File: config.mk
export PLATFORM = sky130hd
export DESIGN_NAME = input_conditioner
export DESIGN_NICKNAME = d
export VERILOG_FILES = /design/src/rtl/input_conditioner.sv
export SDC_FILE = /design/constraint.sdc
export NUM_CORES = 1
export LEC_CHECK = 0
export CAP_MARGIN = 0
export CORE_AREA = 2 2 39 41
export CTS_CLUSTER_DIAMETER = 30
export CTS_CLUSTER_SIZE = 14
export DETAILED_ROUTE_END_ITERATION = 6
export DIE_AREA = 0 0 41 43
export PLACE_DENSITY = 0.54
export SLEW_MARGIN = 20
export SYNTH_ARGS = -nofsm -noshare
export SYNTH_HDL_FRONTEND = slang
export SYNTH_SLANG_ARGS = --single-unit
File: constraint.sdc
create_clock -name clock -period 2.5 [get_ports clock]
set_input_delay 0.25 -clock clock [delete_from_list [all_inputs] [get_ports clock]]
set_output_delay 0.25 -clock clock [all_outputs]
set_load 0.005 [all_outputs]
File: src/rtl/input_conditioner.sv
// Debounces a noisy asynchronous switch level: two-flop synchronizer, a four-state
// qualification FSM, and registered clean level, edge strobes and busy flag.
module input_conditioner #(
    parameter int DEBOUNCE_N = 4
) (
    input  logic clock,
    input  logic reset_b,
    input  logic raw_in,
    output logic In,
    output logic rise_pulse,
    output logic fall_pulse,
    output logic busy
);

    localparam int CNT_W = (DEBOUNCE_N <= 2) ? 1 : $clog2(DEBOUNCE_N);
    localparam logic [CNT_W-1:0] CNT_LAST = CNT_W'(DEBOUNCE_N - 1);
    localparam logic [CNT_W-1:0] CNT_ONE  = CNT_W'(1);

    typedef enum logic [1:0] {
        IDLE_LOW  = 2'b00,
        WAIT_HIGH = 2'b01,
        IDLE_HIGH = 2'b11,
        WAIT_LOW  = 2'b10
    } state_t;

    state_t           state_reg, state_next;
    logic [CNT_W-1:0] cnt_reg, cnt_next;
    logic [1:0]       sync_reg;
    logic             sync_s;
    logic             in_reg, in_next;
    logic             rise_reg, rise_next;
    logic             fall_reg, fall_next;
    logic             busy_reg, busy_next;

    // Only the second synchronizer flop is allowed to reach the FSM.
    always_ff @(posedge clock) begin
        if (!reset_b) begin
            sync_reg <= 2'b00;
        end else begin
            sync_reg <= {sync_reg[0], raw_in};
        end
    end

    assign sync_s = sync_reg[1];

    always_ff @(posedge clock) begin
        if (!reset_b) begin
            state_reg <= IDLE_LOW;
            cnt_reg   <= '0;
            in_reg    <= 1'b0;
            rise_reg  <= 1'b0;
            fall_reg  <= 1'b0;
            busy_reg  <= 1'b0;
        end else begin
            state_reg <= state_next;
            cnt_reg   <= cnt_next;
            in_reg    <= in_next;
            rise_reg  <= rise_next;
            fall_reg  <= fall_next;
            busy_reg  <= busy_next;
        end
    end

    always_comb begin
        state_next = state_reg;
        cnt_next   = cnt_reg;
        case (state_reg)
            IDLE_LOW: begin
                if (sync_s) begin
                    state_next = WAIT_HIGH;
                    cnt_next   = CNT_ONE;
                end else begin
                    cnt_next = '0;
                end
            end
            WAIT_HIGH: begin
                if (!sync_s) begin
                    state_next = IDLE_LOW;
                    cnt_next   = '0;
                end else if (cnt_reg == CNT_LAST) begin
                    state_next = IDLE_HIGH;
                    cnt_next   = '0;
                end else begin
                    cnt_next = cnt_reg + 1'b1;
                end
            end
            IDLE_HIGH: begin
                if (!sync_s) begin
                    state_next = WAIT_LOW;
                    cnt_next   = CNT_ONE;
                end else begin
                    cnt_next = '0;
                end
            end
            WAIT_LOW: begin
                if (sync_s) begin
                    state_next = IDLE_HIGH;
                    cnt_next   = '0;
                end else if (cnt_reg == CNT_LAST) begin
                    state_next = IDLE_LOW;
                    cnt_next   = '0;
                end else begin
                    cnt_next = cnt_reg + 1'b1;
                end
            end
            default: begin
                state_next = IDLE_LOW;
                cnt_next   = '0;
            end
        endcase
    end

    // Outputs are decoded from the next state so they register alongside it.
    always_comb begin
        in_next   = (state_next == IDLE_HIGH) || (state_next == WAIT_LOW);
        busy_next = (state_next == WAIT_HIGH) || (state_next == WAIT_LOW);
        rise_next = (state_reg == WAIT_HIGH) && (state_next == IDLE_HIGH);
        fall_next = (state_reg == WAIT_LOW) && (state_next == IDLE_LOW);
    end

    assign In         = in_reg;
    assign rise_pulse = rise_reg;
    assign fall_pulse = fall_reg;
    assign busy       = busy_reg;

endmodule

## Word level (Yosys, flattened, before mapping)

Cells that the tools add are included.

- Bits of input ports: 3
- ROM bits: 0
- Bits in latches: 0
- Register bits: 10
- Output and inout port bits: 4
- Bits in writable memories: 0
- Memories kept: 0
- Word-level logic and storage cells: 34

- Muxes and demuxes: 13
- Shift operators: 0
- Add/subtract/negate cells: 1
- Divide/modulo/power cells: 0
- $mul: 0
- Reduce and logical (&&, ||, !) cells: 6
- Magnitude comparators: 0
- Eq/ne operators: 7
- Bitwise logic cells: 0

Operators with widths:

| kind | number |
|---|---|
| two-way mux 2 bit | 9 |
| one-hot mux 2 bit (4 select lines) | 2 |
| equality test 2 bit (second input constant) | 5 |
| equality test 2 x 1 -> 1 bit (second input constant) | 2 |
| zero test 2 bit | 2 |
| adder 2 x 1 -> 2 bit (second input constant) | 1 |
| logical AND 1 bit | 2 |
| logical OR 1 bit | 2 |
| two-way mux 1 bit | 2 |

## Depth between registers and ports, before layout

- Word-level depth: 6
- Depth in mapped cells: 6
- Mapped depth without buffers: 6

## Worst setup path before layout

Ideal clock, no wire load.

- Path kind: flip-flop to flip-flop
- From: register cnt_reg[0]
- To: register rise_reg, in the netlist rise_pulse
- Arrival time: 1,312 ps
- Library setup time: 118 ps
- Stages on the path, launching flop included: 7
- Required time: 2,382 ps
- Setup slack: 1,070 ps
- Path through: dfxtp_1 -> ha_1 -> a21o_1 -> a22oi_2 -> inv_1 -> ha_1 -> and4b_2

- Word-level cells in the longest chain between the ends: 6
- Elaborated cells on any way between the ends: 8
- Classes of those cells: eq/ne: 2; mux: 5; reduce/logical: 1

RTL lines:

| element | line | source |
|---|---|---|
| start, declared | 27 | `logic [CNT_W-1:0] cnt_reg, cnt_next;` |
| start signal, assigned | 56 | `cnt_reg <= cnt_next;` |
| equality test 2 bit (*) | 80, 99 |  |
| two-way mux 2 bit, on equally long branches | 99, 80 |  |
| two-way mux 2 bit, on equally long branches | 96, 77 |  |
| one-hot mux 2 bit (4 select lines) (*) | 67 | `case (state_reg)` |
| equality test 2 bit (*) | 117 | `rise_next = (state_reg == WAIT_HIGH) && (state_next == IDLE_HIGH);` |
| logical AND 1 bit (*) | 117 |  |
| end signal, assigned | 58 | `rise_reg <= rise_next;` |
| end, declared | 31 | `logic rise_reg, rise_next;` |

Every way passes the cells marked *; elsewhere a longest branch is shown, timed or not.
A chain may end at the register's enable or synchronous reset.

## Worst setup path after layout

Same ends and word-level chain as after synthesis.

==> run metrics <==
first-pass GRT wire length 1.08 mm; die span in x ~41 um; share of the synthesized area in the top cell type ~50%; hold violation count in the final report 0; Final Cell Area roughly 460 um^2; crit path kind reg2reg; FF+latch count, synth 9; Highest Clock Rate approximately 650 MHz; TritonCTS buffer count 3; cell row count 14; Worst Hold Slack about 0.44 ns; Mean Syn Cell Area 10.3 um^2; Worst slew margin 82.0%; combinational family with the most area after synthesis simple AND/OR/NAND/NOR gates; post-synthesis simple-gate area fraction approximately 22%; GPL Wtd Cong 0.650; clk slew on worst S/H paths roughly 0.06 ns; drt drc 0; multiplexer share of the synthesized area 0%; maxcap violations 0; CTS root buf clkbuf_4; worst vdd ir ~0.00017 V; Worst-Skew Late Latency 0.26 ns; Final Skew slightly below 0.003 ns; RSZ-0062 raised after global routing no; violation count after the first detailed-routing iteration 1; ys flop type dfxtp_1; R2R depth 6; GRT Total Usage about a tenth; xor/xnor cell area share of the yosys netlist 0%; yosys warns 0; Tcrit/Tclk final around 62%; Final WS setup 0.951 ns; Routed Antenna Nets 0; post-synth top area cell dfxtp_1; Seq/Total Area, Yosys 50.2%; Synth cell types 15; # hold bufs at CTS 0; fill count around 150; Synth Area in Compound Gates roughly an eighth; final slew viol count 0; Synth area leaders dfxtp_1 (50%), ha_1 (10%), and2_1 (5.2%), nand2b_1 (5.2%), a211oi_2 (3.5%); Fin Setup TNS 0 ns; Reg2Reg Setup Slack around 0.95 ns; final setup vio count 0; pwr/cell area between 500 and 600 nW/um^2; CTS resizes 0; Min-Delay Path Class reg2reg; routed via count between 200 and 300; syn_nets between 40 and 50; Critical Path Start Type flip-flop; asr flop ratio synth 0%; pre-CTS setup slack 0.952 ns; crit path from cnt_reg[0]$_SDFF_PN0_; area of the core roughly 1400 um^2; Clock Tree Buf Depth 2; slew at the pin closest to its max-slew limit between 0.2 and 0.3 ns; share of layout cells above drive strength 1 between 10% and 20%; Die Area 1760 um^2; reg-to-reg endpoint rise_pulse$_SDFF_PN0_; CP arrival 1.70 ns; crit-path max FO 3; endpoint class of the critical path flip-flop; top-count cell post-synth dfxtp_1; Final nets slightly above 50; CTS tree done; DRT Pass-1 Iters 2; reg-to-reg startpoint cnt_reg[0]$_SDFF_PN0_; starting density of the core 25.9%; Post-Route WL around 630 um; status finished clean; Hold EP sync_reg[1]$_SDFF_PN0_; EDFF count, synth 0; chip height roughly 43 um; number of global-route vias before repair 272; post-DP HPWL between 400 and 500 um; Area after DPL 435 um^2; initial antenna violation count 0; grt ovf 0; multi-input logic area around 160 um^2; Antenna diodes 0; synthesized instance count 35; hold path depth 1; Layout area overhead 28.6%; port buffer count 6; WP data required approximately 2.7 ns; Post-CTS Setup Inserts 0; largest net degree at the start of global routing 9; static leakage around 0.00021 uW; number of H-tree levels 1; WL per Instance 10.5 um; worst hold start sync_reg[0]$_SDFF_PN0_; vias per cell between 4 and 5; Synth Cell Area 359 um^2; Synth Area in Adders between 10% and 20%; min cycle time layout about 1.5 ns; FF+latch area 180 um^2; IO Count 7; clk sink count 9
-- how the worst max path moves through the flow --
stage	end	slack, ns	cells past startpoint
3_5_place_dp	rise_pulse$_SDFF_PN0_	0.95	6
4_1_cts	rise_pulse$_SDFF_PN0_	0.94	6
5_1_grt	rise_pulse$_SDFF_PN0_	0.88	6
6_report	rise_pulse$_SDFF_PN0_	0.95	6
2_1_floorplan	rise_pulse$_SDFF_PN0_	1.07	6
3_3_place_gp	rise_pulse$_SDFF_PN0_	0.99	6
-- cells in the final DEF, fill, tap and decap left out, drive strengths merged --
master	Yosys	layout
clkdlybuf4s50	0	6
inv	3	3
ha	3	3
a21o	1	1
nand2	2	2
and2	3	3
nand2b	3	3
dfxtp	9	9
a22oi	1	1
a211oi	1	1
o21a	1	1
nor2	3	3
clkbuf	1	4
and4b	1	1
and3	2	2
o22ai	1	1
-- metrics by stage --
stage                     cells  power [uW]  util, %
after global routing         60         291     33.4
after CTS                    60         280     33.4
after floorplan              35         157        -
after detailed placement     56         163     31.5
final                        60         272     33.4
after global placement       56         163     31.5
-- layer usage --
layer / vias to the layer above / share of wire (%) / global-route usage (%) / wire length (um)
li1: 132 / - / - / -
met2: 3 / 50 / 13.4 / 314
met1: 117 / 47 / 10.4 / 297
met5: - / 0 / 0 / 0
met4: 0 / 1.1 / 12.0 / 7
met3: 2 / 1.9 / 3.14 / 12
-- kinds of logic after synthesis --
group / after synthesis
buffers and inverters: 4
adders and majority gates: 3
and+or+nand+nor: 14
AOI/OAI and AO/OA: 5
DFF: 9
-- worst max-delay path, cell delays in order, from the launching register on --
cell and delay [ns]:
dfxtp_1 0.34, ha_1 0.22, a21o_1 0.16, a22oi_2 0.26
inv_1 0.08, ha_1 0.19, and4b_2 0.20
-- cell type report --
cell class	instances	share of cell area, %
flip-flops and latches	9	39.0
clock buffers	4	5.69
inverters	3	2.44
well taps	16	4.34
repair buffers	6	13.0
multi-input cells	22	35.5
-- where the power goes --
part	leakage [uW]	internal, uW	switching, uW
registers	0.0000732	146	2.34
logic	0.000124	6.62	4.62
clock network	0.0000150	61.5	50.9
total	0.000212	214	57.9
No activity file was read; power rests on OpenSTA's default activity.
